--- src/rtl/bp_cce_dir_sharers_collect_if.sv ---
// Bus bundle for the directory sharers collector.
//   start_v_i / ready_o / set_i / tag_i : read request handshake
//   ram_v_o / ram_addr_o / ram_data_i   : directory RAM read port (1-cycle latency)
//   sharers_*                           : assembled per-LCE result vectors
// Modport master is the collector; modport slave is its environment.
`ifndef BP_COH_BITS
`define BP_COH_BITS 3
`endif

interface bp_cce_dir_sharers_collect_if #(
    parameter int num_lce_p     = 4,
    parameter int lce_assoc_p   = 2,
    parameter int lce_per_row_p = 2,
    parameter int dir_sets_p    = 8,
    parameter int tag_width_p   = 8
);
    localparam int coh_w_lp      = `BP_COH_BITS;
    localparam int rows_lp       = num_lce_p / lce_per_row_p;
    localparam int entry_w_lp    = tag_width_p + coh_w_lp;
    localparam int row_w_lp      = lce_per_row_p * lce_assoc_p * entry_w_lp;
    localparam int ram_addr_w_lp = (dir_sets_p * rows_lp > 1) ? $clog2(dir_sets_p * rows_lp) : 1;
    localparam int set_w_lp      = (dir_sets_p > 1) ? $clog2(dir_sets_p) : 1;
    localparam int way_w_lp      = (lce_assoc_p > 1) ? $clog2(lce_assoc_p) : 1;

    logic                            start_v_i;
    logic                            ready_o;
    logic [set_w_lp-1:0]             set_i;
    logic [tag_width_p-1:0]          tag_i;
    logic                            ram_v_o;
    logic [ram_addr_w_lp-1:0]        ram_addr_o;
    logic [row_w_lp-1:0]             ram_data_i;
    logic                            sharers_v_o;
    logic [num_lce_p-1:0]            sharers_hits_o;
    logic [num_lce_p*way_w_lp-1:0]   sharers_ways_o;
    logic [num_lce_p*coh_w_lp-1:0]   sharers_coh_states_o;

    modport master (
        input  start_v_i, set_i, tag_i, ram_data_i,
        output ready_o, ram_v_o, ram_addr_o,
               sharers_v_o, sharers_hits_o, sharers_ways_o, sharers_coh_states_o
    );

    modport slave (
        output start_v_i, set_i, tag_i, ram_data_i,
        input  ready_o, ram_v_o, ram_addr_o,
               sharers_v_o, sharers_hits_o, sharers_ways_o, sharers_coh_states_o
    );
endinterface

--- src/rtl/bp_cce_dir_sharers_collect.sv ---
// Directory read-out collector. Streams the way-group rows of one directory
// set out of the RAM, compares every entry against the requested tag and
// assembles per-LCE hit / way / coherence-state vectors, signalled by a
// one-cycle sharers_v_o pulse.
//   clk_i      : clock
//   reset_n_i  : asynchronous active-low reset
//   bus        : request handshake, RAM read port and result vectors (master side)
//
// state | meaning
// ------+-------------------------------------------------------------
// IDLE  | ready for a request; results held from the previous request
// READ  | one RAM row read issued per cycle, row counter 0..rows_lp-1
// DONE  | last row's data is compared; valid pulse follows in IDLE
`ifndef BP_COH_BITS
`define BP_COH_BITS 3
`endif

module bp_cce_dir_sharers_collect #(
    parameter int num_lce_p     = 4,
    parameter int lce_assoc_p   = 2,
    parameter int lce_per_row_p = 2,
    parameter int dir_sets_p    = 8,
    parameter int tag_width_p   = 8
) (
    input  logic clk_i,
    input  logic reset_n_i,
    bp_cce_dir_sharers_collect_if.master bus
);
    localparam int coh_w_lp      = `BP_COH_BITS;
    localparam int rows_lp       = num_lce_p / lce_per_row_p;
    localparam int entry_w_lp    = tag_width_p + coh_w_lp;
    localparam int ram_addr_w_lp = (dir_sets_p * rows_lp > 1) ? $clog2(dir_sets_p * rows_lp) : 1;
    localparam int set_w_lp      = (dir_sets_p > 1) ? $clog2(dir_sets_p) : 1;
    localparam int way_w_lp      = (lce_assoc_p > 1) ? $clog2(lce_assoc_p) : 1;
    localparam int cnt_w_lp      = (rows_lp > 1) ? $clog2(rows_lp) : 1;

    typedef enum logic [1:0] {IDLE_S, READ_S, DONE_S} state_e;

    state_e                        state_q, state_d;
    logic [set_w_lp-1:0]           set_q;
    logic [tag_width_p-1:0]        tag_q;
    logic [cnt_w_lp-1:0]           row_cnt_q;
    logic                          cmp_v_q;
    logic [cnt_w_lp-1:0]           cmp_row_q;
    logic                          ram_v_q;
    logic                          sharers_v_q;
    logic [num_lce_p-1:0]          hits_q;
    logic [num_lce_p*way_w_lp-1:0] ways_q;
    logic [num_lce_p*coh_w_lp-1:0] states_q;

    logic                          accept;
    logic                          last_row;

    logic                          row_hit   [lce_per_row_p];
    logic [way_w_lp-1:0]           row_way   [lce_per_row_p];
    logic [coh_w_lp-1:0]           row_state [lce_per_row_p];

    assign accept   = (state_q == IDLE_S) && bus.start_v_i;
    assign last_row = (row_cnt_q == cnt_w_lp'(rows_lp - 1));

    // State register
    always_ff @(posedge clk_i or negedge reset_n_i) begin
        if (!reset_n_i) state_q <= IDLE_S;
        else            state_q <= state_d;
    end

    // Next-state logic
    always_comb begin
        state_d = state_q;
        case (state_q)
            IDLE_S:  if (bus.start_v_i) state_d = READ_S;
            READ_S:  if (last_row)      state_d = DONE_S;
            DONE_S:                     state_d = IDLE_S;
            default:                    state_d = IDLE_S;
        endcase
    end

    // Decoded outputs
    always_comb begin
        bus.ready_o    = (state_q == IDLE_S);
        bus.ram_addr_o = '0;
        if (state_q == READ_S)
            bus.ram_addr_o = ram_addr_w_lp'(set_q) * ram_addr_w_lp'(rows_lp)
                           + ram_addr_w_lp'(row_cnt_q);
    end

    // Per-row compare. Ways are scanned high to low so the lowest hitting
    // way is the one that sticks.
    always_comb begin
        logic [entry_w_lp-1:0] entry;
        entry = '0;
        for (int l = 0; l < lce_per_row_p; l++) begin
            row_hit[l]   = 1'b0;
            row_way[l]   = '0;
            row_state[l] = '0;
            for (int w = lce_assoc_p - 1; w >= 0; w--) begin
                entry = bus.ram_data_i[(l*lce_assoc_p + w)*entry_w_lp +: entry_w_lp];
                if (entry[entry_w_lp-1:coh_w_lp] == tag_q && entry[coh_w_lp-1:0] != '0) begin
                    row_hit[l]   = 1'b1;
                    row_way[l]   = way_w_lp'(w);
                    row_state[l] = entry[coh_w_lp-1:0];
                end
            end
        end
    end

    // Datapath and registered outputs
    always_ff @(posedge clk_i or negedge reset_n_i) begin
        if (!reset_n_i) begin
            set_q       <= '0;
            tag_q       <= '0;
            row_cnt_q   <= '0;
            cmp_v_q     <= 1'b0;
            cmp_row_q   <= '0;
            ram_v_q     <= 1'b0;
            sharers_v_q <= 1'b0;
            hits_q      <= '0;
            ways_q      <= '0;
            states_q    <= '0;
        end else begin
            ram_v_q     <= (state_d == READ_S);
            cmp_v_q     <= (state_q == READ_S);
            cmp_row_q   <= row_cnt_q;
            sharers_v_q <= (state_q == DONE_S);

            if (accept) begin
                set_q     <= bus.set_i;
                tag_q     <= bus.tag_i;
                row_cnt_q <= '0;
                hits_q    <= '0;
                ways_q    <= '0;
                states_q  <= '0;
            end else begin
                if (state_q == READ_S && !last_row)
                    row_cnt_q <= row_cnt_q + 1'b1;
                if (cmp_v_q) begin
                    for (int g = 0; g < num_lce_p; g++) begin
                        if (cnt_w_lp'(g / lce_per_row_p) == cmp_row_q) begin
                            hits_q[g]                        <= row_hit[g % lce_per_row_p];
                            ways_q[g*way_w_lp +: way_w_lp]   <= row_way[g % lce_per_row_p];
                            states_q[g*coh_w_lp +: coh_w_lp] <= row_state[g % lce_per_row_p];
                        end
                    end
                end
            end
        end
    end

    assign bus.ram_v_o              = ram_v_q;
    assign bus.sharers_v_o          = sharers_v_q;
    assign bus.sharers_hits_o       = hits_q;
    assign bus.sharers_ways_o       = ways_q;
    assign bus.sharers_coh_states_o = states_q;
endmodule

--- src/flat_wrapper.sv ---
// flat-port wrapper written by rule: the top's interface ports become plain ports
module bp_cce_dir_sharers_collect_flat 
#(
    parameter int num_lce_p     = 4,
    parameter int lce_assoc_p   = 2,
    parameter int lce_per_row_p = 2,
    parameter int dir_sets_p    = 8,
    parameter int tag_width_p   = 8
)
  (clk_i, reset_n_i, bus_start_v_i, bus_set_i, bus_tag_i, bus_ram_data_i, bus_ready_o, bus_ram_v_o, bus_ram_addr_o, bus_sharers_v_o, bus_sharers_hits_o, bus_sharers_ways_o, bus_sharers_coh_states_o);
  bp_cce_dir_sharers_collect_if #(.num_lce_p(num_lce_p), .lce_assoc_p(lce_assoc_p), .lce_per_row_p(lce_per_row_p), .dir_sets_p(dir_sets_p), .tag_width_p(tag_width_p)) bus_i ();
  input  logic clk_i;
  input  logic reset_n_i;
  input wire logic [$bits(bus_i.start_v_i)-1:0] bus_start_v_i;
  input wire logic [$bits(bus_i.set_i)-1:0] bus_set_i;
  input wire logic [$bits(bus_i.tag_i)-1:0] bus_tag_i;
  input wire logic [$bits(bus_i.ram_data_i)-1:0] bus_ram_data_i;
  output wire logic [$bits(bus_i.ready_o)-1:0] bus_ready_o;
  output wire logic [$bits(bus_i.ram_v_o)-1:0] bus_ram_v_o;
  output wire logic [$bits(bus_i.ram_addr_o)-1:0] bus_ram_addr_o;
  output wire logic [$bits(bus_i.sharers_v_o)-1:0] bus_sharers_v_o;
  output wire logic [$bits(bus_i.sharers_hits_o)-1:0] bus_sharers_hits_o;
  output wire logic [$bits(bus_i.sharers_ways_o)-1:0] bus_sharers_ways_o;
  output wire logic [$bits(bus_i.sharers_coh_states_o)-1:0] bus_sharers_coh_states_o;
  assign bus_i.start_v_i = bus_start_v_i;
  assign bus_i.set_i = bus_set_i;
  assign bus_i.tag_i = bus_tag_i;
  assign bus_i.ram_data_i = bus_ram_data_i;
  assign bus_ready_o = bus_i.ready_o;
  assign bus_ram_v_o = bus_i.ram_v_o;
  assign bus_ram_addr_o = bus_i.ram_addr_o;
  assign bus_sharers_v_o = bus_i.sharers_v_o;
  assign bus_sharers_hits_o = bus_i.sharers_hits_o;
  assign bus_sharers_ways_o = bus_i.sharers_ways_o;
  assign bus_sharers_coh_states_o = bus_i.sharers_coh_states_o;
  bp_cce_dir_sharers_collect #(.num_lce_p(num_lce_p), .lce_assoc_p(lce_assoc_p), .lce_per_row_p(lce_per_row_p), .dir_sets_p(dir_sets_p), .tag_width_p(tag_width_p)) u_core (.clk_i(clk_i), .reset_n_i(reset_n_i), .bus(bus_i));
endmodule
--- config.mk ---
export PLATFORM = sky130hd
export DESIGN_NAME = bp_cce_dir_sharers_collect_flat
export DESIGN_NICKNAME = d
export VERILOG_FILES = /design/src/rtl/bp_cce_dir_sharers_collect_if.sv /design/src/rtl/bp_cce_dir_sharers_collect.sv /design/src/flat_wrapper.sv
export SDC_FILE = /design/constraint.sdc
export NUM_CORES = 1
export LEC_CHECK = 0
export ABC_AREA = 1
export CORE_ASPECT_RATIO = 1.75
export CORE_MARGIN = 1
export CORE_UTILIZATION = 29
export CTS_CLUSTER_SIZE = 20
export DETAILED_ROUTE_END_ITERATION = 10
export GPL_TIMING_DRIVEN = 0
export SETUP_SLACK_MARGIN = 0.5
export SLEW_MARGIN = 25
export SYNTH_ARGS = -nofsm -noshare
export SYNTH_HDL_FRONTEND = slang
export SYNTH_SLANG_ARGS = --single-unit
--- constraint.sdc ---
create_clock -name clk_i -period 1.3 [get_ports clk_i]
set_input_delay 0.13 -clock clk_i [delete_from_list [all_inputs] [get_ports clk_i]]
set_output_delay 0.13 -clock clk_i [all_outputs]
set_load 0.005 [all_outputs]
==> results.ini, run 1 <==
[drt]
ant_nets = 0
via_count = 2355
via_per_inst = 4.44
drt_wl_total_um = 7110
met1Wirelength_um = 2400
drc = 0
post_drt_wl_per_cell_um = 13.4
top_layer = met4
firstDrtPassIters = 4
drt_iter0_drc = 77
wl_met3_um = 224
met2_length_um = 4190

[setup_path]
critPathCaptureType = flop
worstSetupPathType = flop to flop
critPathLaunchType = flop
worstPathArrival_ns = 1.66
worst-endpoint-required_ns = 1.51
reg2reg_from = u_core.tag_q[2]
reg2regPathDepth = 8
worstPathMaxFanout = 4
r2r_slack_ns = -0.15
r2r-end = u_core.bus.sharers_hits_o[2]

[synth]
synth_area_um2 = 2190
synth_edf_count = 0
syn-num-nets = 366
synth_cell_types = 25
avgSynthCellArea_um2 = 7.10
syn-instance-count = 308
synth_flop_cell = dfrtp_1
seq_area_frac_synth = 0.435
synth_area_leaders = dfrtp_1 44%, nand2_1 21%, inv_1 6.0%
yosys_warnings = 0
synth_top_cell_by_area = dfrtp_1
ys_ff_latch = 38
ys_async_sr_fraction = 1.00
synth.top_cell.area_share = 0.435

[cts]
cts_root_buffer = clkbuf_16
cts_tree = done
insertion_delay_ns = 0.28
htreeDepth = 2
path_clk_slew_ns = 0.06
cts.sinks = 38
cts_inserted_buffers = 5
cts_buffer_depth = 2

[global_routing]
grt_max_degree = 21
gr-total-overflow = 0
first_global_vias = 2355
grt_pass1_wl_um = 10900
antenna_found_initial = 0
grtUsageTotal = 0.186

[hold_path]
hold_class = input port to async pin

[floorplan]
start_util = 0.302
core_area_um2 = 7230
num_io_pins = 85
fp-row-count = 41
die_w_um = 67.6
die_area_um2 = 7900
die_h_um = 117

[sta]
clock.fmax_mhz = 688
finalMaxSlewViolations = 0
tightest_slew_ns = 0.502
post-route-min-period_ns = 1.45
finClkSkew_ns = 0.00505
rsz0062_at_grt = yes
setup_slack_ns = -0.153
hold_ws_ns = -0.180
min_period_over_period = 1.12
setup_viol = 24
hold_viol = 19
slew_headroom = 0.665

[place]
place.gp.congestion = 0.826
dp.cells = 479
dpl.hpwl_um = 5070
place.port_buffers = 84
placed_area_um2 = 3200

[power]
ir_drop_mv = 0.786
switching_power_mw = 2.95
leakage_nw = 2.06
intPower_mw = 4.36
p_sw_frac = 0.404
clkPwrFrac = 0.161
combPwrFrac = 0.589
power.density_nw_per_um2 = 1820
total_power_mw = 7.31
pwr-share-seq = 0.250

[layout]
fin_nets = 502
syn2layout_area_growth_pct = 83.9
diodes = 0
final_area_um2 = 4020
layout.cells.non_filler = 531
drive_gt1_frac = 0.418

[run_status]
status = finished with violations
violations = negative hold slack, negative setup slack

[flow_run]
maxCapViolCount = 0

-- cells in the mapped netlist (2+ instances only) --
| master | instances |
|---|---|
| nor2_2 | 3 |
| xor2_1 | 6 |
| or2_1 | 2 |
| xnor2_1 | 8 |
| o21ai_1 | 7 |
| nor2_4 | 3 |
| inv_1 | 35 |
| nand2_1 | 120 |
| buf_2 | 3 |
| inv_2 | 10 |
| dfrtp_1 | 38 |
| buf_6 | 2 |
| nand3_1 | 19 |
| o21ai_0 | 13 |
| nor2_1 | 23 |
| nand4_1 | 5 |
| or2_0 | 3 |
-- power by group through the flow --
stage / Clock, mW / Sequential (mW) / Combinational [mW]
5_1_grt: 1.24 / 1.86 / 4.68
2_1_floorplan: 0 / 1.78 / 1.71
4_1_cts: 1.21 / 1.81 / 3.64
3_5_place_dp: 0 / 1.83 / 2.72
6_report: 1.18 / 1.83 / 4.30
3_3_place_gp: 0 / 1.81 / 2.67
-- area by class of cell --
cell class / instances / area [um^2]
tap: 86 / 108
fill: 675 / 3210
multi-input combinational: 219 / 1370
buffer: 6 / 88.8
clock inverter: 3 / 21.3
sequential: 38 / 957
inverter: 45 / 185
timing repair buffer: 129 / 1160
clock buffer: 5 / 125
-- logic make-up (layout without fill, tap and decap cells) --
family                    count (synthesis)  count (layout)  synth area share
AOI/OAI and AO/OA                        21              21            0.0498
and+or+nand+nor                         183             183             0.355
DFF                                      38              38             0.435
xor gates and xnor gates                 15              15            0.0635
buffers and inverters                    51             188            0.0962
-- metrics by stage --
| step | setup slack (ns) | util | TNS, ns |
|---|---|---|---|
| finish | -0.153 | 0.556 | -2.46 |
| global route | -0.265 | 0.556 | -5.07 |
| CTS | -0.170 | 0.511 | -2.23 |
| detailed placement | -0.343 | 0.443 | -5.73 |
| global placement | -0.870 | 0.440 | -38.60 |
| floorplan | -0.00172 | - | -0.00823 |
-- worst max-delay path, stage by stage, from the launching register on --
cell and delay [ns]:
dfrtp_2 0.44, xor2_1 0.16, nor2_1 0.20, nand3_2 0.14
nor2_4 0.14, inv_2 0.05, o21ai_1 0.11, nand2_1 0.08
nand2_1 0.07
-- layout by cell type (no fill, tap or decap), types with 7 or more instances in the layout --
master / netlist / routed
nand2_1: 120 / 92
dfrtp_1: 38 / 33
nor2_2: 3 / 8
inv_1: 35 / 30
nand2_2: 1 / 23
o21ai_1: 7 / 7
clkdlybuf4s50_1: 0 / 56
o21ai_2: 0 / 11
inv_2: 10 / 10
buf_6: 2 / 17
nand3_2: 0 / 9
buf_4: 0 / 27
nor2_1: 23 / 10
nor2_4: 3 / 11
nand3_1: 19 / 9
buf_2: 3 / 27
-- sequential cells by signal (all words and copies together), names as in the netlist --
name	count
u_core.last_row	1
u_core.bus.ram_v_o	1
u_core.cmp_row_q	1
u_core.bus.sharers_coh_states_o	12
u_core.bus.sharers_hits_o	4
u_core.set_q	3
u_core.tag_q	8
u_core.cmp_v_q	1
u_core.bus.sharers_ways_o	4
u_core.bus.sharers_v_o	1
u_core.state_q	2
-- worst max-delay path by stage --
| stage | start | slack (ns) | to |
|---|---|---|---|
| 6_report | u_core.tag_q[2] | -0.15 | u_core.bus.sharers_hits_o[2] |
| 5_1_grt | u_core.tag_q[7] | -0.27 | u_core.bus.sharers_coh_states_o[8] |
| 4_1_cts | u_core.tag_q[3] | -0.17 | u_core.bus.sharers_coh_states_o[8] |
| 3_5_place_dp | bus_ram_data_i[36] | -0.34 | u_core.bus.sharers_coh_states_o[4] |
| 3_3_place_gp | reset_n_i | -0.87 | u_core.tag_q[4] |
| 2_1_floorplan | u_core.tag_q[3] | -0.002 | u_core.bus.sharers_coh_states_o[6] |
-- repair_timing --
item	in CTS	in global routing
resized for setup	171	57
hold endpoints to repair	19	19
cloned	2	0
pin swaps	33	20
endpoints found under the setup margin	61	63
buffers inserted	24	18
-- routing by layer --
metal	track usage	vias to the layer above
met5	0	-
met4	0.0950	0
met3	0.0184	18
met2	0.367	61
met1	0.181	1068
li1	-	1208
No activity file was read; power rests on OpenSTA's default activity.
==> run 2: changes to the inputs <==
--- a/config.mk
+++ b/config.mk
@@ -12,6 +12,7 @@
 export CTS_CLUSTER_SIZE = 20
 export DETAILED_ROUTE_END_ITERATION = 10
 export GPL_TIMING_DRIVEN = 0
+export RECOVER_POWER = 50
 export SETUP_SLACK_MARGIN = 0.5
 export SLEW_MARGIN = 25
 export SYNTH_ARGS = -nofsm -noshare
==> results.ini, run 2 (synthesis results as in run 1) <==
[run_status]
status = finished with violations
violations = negative setup slack

[setup_path]
critPathLaunchType = flop
r2r_slack_ns = -0.15  ; about the same
reg2regPathDepth = 8  ; unchanged
worstPathArrival_ns = 1.66  ; about the same
crit_buf_inv = 1  ; unchanged
crit_chain = xor2_1 > nor2_1 > nand3_2 > nor2_4 > inv_2 > o21ai_1 > nand2_1 > nand2_1
critPathCaptureType = flop
cpMostUsedCell = nand2_1
worstPathMaxFanout = 4  ; unchanged
worst-endpoint-required_ns = 1.51  ; about the same
cp_top_family = simple AND/OR/NAND/NOR gates
r2r-end = u_core.bus.sharers_hits_o[2]
worstSetupPathType = flop to flop
critPathMaxStageDelay_ns = 0.44  ; about the same
cp_slowest_cell = dfrtp_2
reg2reg_from = u_core.tag_q[2]

[global_routing]
grt_pass1_wl_um = 10900  ; unchanged
first_global_vias = 2355  ; unchanged
antenna_found_initial = 0  ; unchanged
grtUsageTotal = 0.186  ; unchanged
gr-total-overflow = 0  ; unchanged
grt_max_degree = 21  ; unchanged

[cts]
cts_inserted_buffers = 5  ; unchanged
cts_buffer_depth = 2  ; unchanged
cts.sinks = 38  ; unchanged
htreeDepth = 2  ; unchanged
cts_root_buffer = clkbuf_16
insertion_delay_ns = 0.28  ; about the same
path_clk_slew_ns = 0.06  ; about the same
cts_tree = done

[power]
ir_drop_mv = 0.786  ; about the same
power.density_nw_per_um2 = 1830  ; +0.47%
leakage_nw = 2.05  ; -0.55%
total_power_mw = 7.30  ; -0.12%

[sta]
tightest_slew_ns = 1.07  ; +0.570 ns
rsz0062_at_grt = yes
setup_slack_ns = -0.153  ; unchanged
finalMaxSlewViolations = 0  ; unchanged
slew_headroom = 0.285  ; -0.380
setup_viol = 24  ; unchanged
hold_viol = 0  ; -19
finClkSkew_ns = 0.00505  ; unchanged
hold_ws_ns = 0.0301  ; +0.210 ns
min_period_over_period = 1.12  ; unchanged
setup-tns-final_ns = -2.46  ; -0.000420 ns
post-route-min-period_ns = 1.45  ; unchanged
clock.fmax_mhz = 688  ; unchanged

[layout]
diodes = 0  ; unchanged
fill_cells = 677  ; +0.30%
mostFrequentLayoutCell = nand2_1
fin_nets = 502  ; unchanged
largest_reg_flops = 12  ; unchanged
fin_util = 0.552  ; -0.00329
layout.cells.non_filler = 531  ; unchanged
syn2layout_area_growth_pct = 82.8
drive_gt1_frac = 0.416  ; -0.00225
most-common-layout-cells = 92 x nand2_1, 56 x clkdlybuf4s50_1, 33 x dfrtp_1

[floorplan]
fp-row-count = 41  ; unchanged
die_w_um = 67.6  ; unchanged
die_area_um2 = 7900  ; unchanged
num_io_pins = 85  ; unchanged
core_area_um2 = 7230  ; unchanged
die_h_um = 117  ; unchanged
start_util = 0.302  ; unchanged

[drt]
drt_wl_total_um = 7110  ; about the same
drc = 0  ; unchanged
via_count = 2357  ; +0.085%
ant_nets = 0  ; unchanged
drt_iter0_drc = 76  ; -1.3%
post_drt_wl_per_cell_um = 13.4  ; about the same
via_per_inst = 4.44  ; about the same
firstDrtPassIters = 4  ; unchanged

[place]
dp.cells = 479  ; unchanged
dpl.hpwl_um = 5070  ; unchanged
place.gp.congestion = 0.826  ; unchanged
place.port_buffers = 84  ; unchanged

[flow_run]
maxCapViolCount = 0  ; unchanged

[hold_path]
hold_class = input port to async pin

-- run 2: cell types whose count changed in the layout (fill, tap and decap cells not counted), sizes merged --
cell    delta
clkbuf     +2
buf        -2
-- run 2: stage by stage --
stage	worst slack, ns	instance area, um^2
2_1_floorplan	-0.00172	2230
3_3_place_gp	-0.870	3180
3_5_place_dp	-0.343	3200
4_1_cts	-0.170	3700
5_1_grt	-0.265	4000
6_report	-0.153	4000
-- run 2: worst register-to-register path, delay by kind of cell (launching register included) --
family | cells | cell delay, ns
flip-flops | 1 | 0.44
AO/OA/AOI/OAI | 1 | 0.11
AND/OR/NAND/NOR | 5 | 0.63
buffers and inverters | 1 | 0.05
XOR/XNOR | 1 | 0.16
-- run 2: worst max path at each step --
stage	slack, ns	from	cells past startpoint	end
after floorplan	-0.002	u_core.tag_q[3]	10	u_core.bus.sharers_coh_states_o[6]
after detailed placement	-0.34	bus_ram_data_i[36]	11	u_core.bus.sharers_coh_states_o[4]
final	-0.15	u_core.tag_q[2]	8	u_core.bus.sharers_hits_o[2]
after global routing	-0.27	u_core.tag_q[7]	10	u_core.bus.sharers_coh_states_o[8]
after CTS	-0.17	u_core.tag_q[3]	10	u_core.bus.sharers_coh_states_o[8]
after global placement	-0.87	reset_n_i	1	u_core.tag_q[4]
-- run 2: layer usage --
metal / vias to the layer above / part of all wire / track usage
met5: - / 0 / 0
met4: 0 / 0.041 / 0.0950
met3: 18 / 0.032 / 0.0184
met2: 61 / 0.59 / 0.367
met1: 1070 / 0.34 / 0.181
li1: 1208 / - / -
-- run 2: cell type report --
cell class | instances | area, um^2 | share of cell area
Buffer | 6 | 88.8 | 0.0222
Clock buffer | 5 | 125 | 0.0313
Multi-Input combinational cell | 219 | 1370 | 0.344
Tap cell | 86 | 108 | 0.0269
Inverter | 45 | 185 | 0.0464
Clock inverter | 3 | 21.3 | 0.00532
Sequential cell | 38 | 957 | 0.240
Timing Repair Buffer | 129 | 1140 | 0.285
-- run 2: repair_timing --
action,in CTS,in global routing
gates resized for setup,171,57
endpoints found under the hold margin,19,19
cloned,2,0
pin swaps,33,20
setup endpoints to repair,61,63
buffers inserted,24,18
-- run 2: report_power, final --
group / total (mW) / switching (mW) / internal, mW
combinational: 4.29 / 2.21 / 2.09
clock: 1.18 / 0.471 / 0.709
sequential: 1.83 / 0.273 / 1.55
total: 7.30 / 2.95 / 4.35
==> run 3: changes to the inputs <==
--- a/config.mk
+++ b/config.mk
@@ -8,13 +8,13 @@
 export ABC_AREA = 1
 export CORE_ASPECT_RATIO = 1.75
 export CORE_MARGIN = 1
-export CORE_UTILIZATION = 29
+export CORE_UTILIZATION = 30
 export CTS_CLUSTER_SIZE = 20
 export DETAILED_ROUTE_END_ITERATION = 10
 export GPL_TIMING_DRIVEN = 0
 export RECOVER_POWER = 50
 export SETUP_SLACK_MARGIN = 0.5
-export SLEW_MARGIN = 25
 export SYNTH_ARGS = -nofsm -noshare
 export SYNTH_HDL_FRONTEND = slang
 export SYNTH_SLANG_ARGS = --single-unit
+export TNS_END_PERCENT = 5
==> results.ini, run 3 (synthesis results as in run 1) <==
[hold_path]
hold_class = input port to async pin

[place]
dpl.hpwl_um = 4790  ; -5.5%
place.port_buffers = 84  ; unchanged
place_ws_ns = -0.407  ; -0.0636 ns
place.gp.congestion = 0.826  ; about the same
placed_area_um2 = 3130  ; -2.4%

[drt]
drt_iter0_drc = 81  ; +6.6%
via_per_inst = 4.54  ; +2.3%
via_count = 2247  ; -4.7%
drt_wl_total_um = 6290  ; -11%
firstDrtPassIters = 4  ; unchanged
drc = 0  ; unchanged
post_drt_wl_per_cell_um = 12.7  ; -5.1%
ant_nets = 0  ; unchanged

[cts]
ctsHoldBuffers = 0
cts_buffer_depth = 2  ; unchanged
cts_inserted_buffers = 5  ; unchanged
path_clk_slew_ns = 0.06  ; about the same
cts_tree = done
cts.sinks = 38  ; unchanged
cts_root_buffer = clkbuf_16
insertion_delay_ns = 0.28  ; about the same
htreeDepth = 2  ; unchanged

[layout]
drive_gt1_frac = 0.282  ; -0.133
fin_nets = 468  ; -6.8%
diodes = 0  ; unchanged
final_area_um2 = 3520  ; -12%
syn2layout_area_growth_pct = 61.1
largest_reg_flops = 12  ; unchanged
most-common-layout-cells = 107 x nand2_1, 56 x clkdlybuf4s50_1, 33 x dfrtp_1
fill_cells = 696  ; +2.8%
mostFrequentLayoutCell = nand2_1

[global_routing]
antenna_found_initial = 0  ; unchanged
grtUsageTotal = 0.173  ; -0.0138
grt_max_degree = 39  ; +86%
first_global_vias = 2144  ; -9.0%
gr-total-overflow = 0  ; unchanged
grt_pass1_wl_um = 9780  ; -10%

[flow_run]
maxCapViolCount = 0  ; unchanged

[setup_path]
crit_chain = buf_6 > xnor2_2 > nand3_2 > nor2_4 > nand2_4 > nor2_4 > nand2_1 > nand2_2 > nand2_1 > nand2_1
crit_buf_inv = 1  ; unchanged
critPathLaunchType = flop
critPathMaxStageDelay_ns = 0.37  ; -0.07 ns
cp_slowest_cell = dfrtp_1
cp_top_family = simple AND/OR/NAND/NOR gates
critPathCaptureType = flop
worstPathMaxFanout = 5  ; +1
worstPathArrival_ns = 1.67  ; about the same
cpMostUsedCell = nand2_1
worstSetupPathType = flop to flop
crit_path_start = u_core.tag_q[3]
reg2reg_from = u_core.tag_q[3]
worst-endpoint-required_ns = 1.52  ; about the same

[sta]
rsz0062_at_grt = yes
clock.fmax_mhz = 688  ; -0.10%
min_period_over_period = 1.12  ; +0.00116
post-route-min-period_ns = 1.45  ; +0.00151 ns
tightest_slew_ns = 0.975  ; -0.0978 ns
setup_slack_ns = -0.154  ; -0.00151 ns
slew_headroom = 0.350  ; +0.0652
setup_viol = 21  ; -13%
finalMaxSlewViolations = 0  ; unchanged
finClkSkew_ns = 0.00483  ; -0.000218 ns
hold_viol = 0  ; unchanged

[power]
ir_drop_mv = 0.914  ; +16%
clkPwrFrac = 0.191  ; +0.029
power.density_nw_per_um2 = 1820  ; -0.67%
combPwrFrac = 0.524  ; -0.064
pwr-share-seq = 0.285  ; +0.035
switching_power_mw = 2.52  ; -15%
leakage_nw = 1.81  ; -12%
intPower_mw = 3.87  ; -11%
p_sw_frac = 0.394  ; -0.0107

[run_status]
violations = negative setup slack
status = finished with violations

[floorplan]
die_w_um = 66.5  ; -1.6%
num_io_pins = 85  ; unchanged
fp-row-count = 40  ; -2.4%
die_area_um2 = 7650  ; -3.3%
core_area_um2 = 6960  ; -3.8%
start_util = 0.314  ; +0.0120
die_h_um = 115  ; -1.7%

==> run 3: path summary, 6_finish.rpt <==
path,to,slack (ns),depth (start not counted)
hold / removal,u_core.bus.sharers_hits_o[1],0.007,1
max in group asynchronous,u_core.tag_q[0],0.63,1
min in group clk_i,u_core.cmp_row_q,0.38,0
setup / recovery,u_core.bus.sharers_coh_states_o[0],-0.15,10
setup reg to reg,u_core.bus.sharers_coh_states_o[0],-0.15,10
hold reg to reg,u_core.cmp_row_q,0.38,0
==> run 3: cell type report <==
class	instances	area, um^2	share of cell area
plain buffers	6	85.1	0.0242
clock buffers	6	139	0.0394
clock inverters	2	12.5	0.00355
inverters	45	178	0.0505
multi-input cells	219	1210	0.343
flip-flops and latches	38	957	0.272
well taps	84	105	0.0299
repair buffers	95	838	0.238
==> run 3: repair_timing <==
action | CTS | global route
gates resized for setup | 159 | 32
endpoints found under the setup margin | 61 | 63
pin swaps | 23 | 26
setup buffers | 8 | 1
gates cloned | 2 | 0
==> run 3: per-stage QoR <==
stage	cells	util	power (mW)	TNS, ns	hold slack, ns
after CTS	494	0.490	6.17	-2.40	0.00189
after floorplan	308	-	3.35	-0.00858	-0.166
final	495	0.506	6.39	-1.79	0.00660
after detailed placement	476	0.449	4.38	-9.90	0.298
after global routing	495	0.506	6.84	-3.99	0.0918
after global placement	476	0.450	4.34	-41.46	0.362
==> run 3: worst reg2reg max path, stage by stage (launching register included) <==
cell and delay, ns:
dfrtp_1 0.37, buf_6 0.14, xnor2_2 0.15, nand3_2 0.12
nor2_4 0.14, nand2_4 0.09, nor2_4 0.11, nand2_1 0.10
nand2_2 0.08, nand2_1 0.06, nand2_1 0.06
==> run 3: metal layers <==
| metal | track usage | routed length, um | part of all wire | vias to the layer above |
|---|---|---|---|---|
| met5 | 0 | 0 | 0 | - |
| met4 | 0.0950 | 237 | 0.038 | 0 |
| met3 | 0.0248 | 275 | 0.044 | 18 |
| met2 | 0.329 | 3620 | 0.58 | 64 |
| met1 | 0.172 | 2160 | 0.34 | 1021 |
| li1 | - | - | - | 1144 |
==> run 3: power groups by stage <==
stage / Combinational [mW] / Clock (mW) / Sequential [mW]
after CTS: 3.11 / 1.25 / 1.81
after detailed placement: 2.56 / 0 / 1.82
after floorplan: 1.58 / 0 / 1.77
after global placement: 2.53 / 0 / 1.81
after global routing: 3.68 / 1.30 / 1.86
final: 3.35 / 1.22 / 1.82
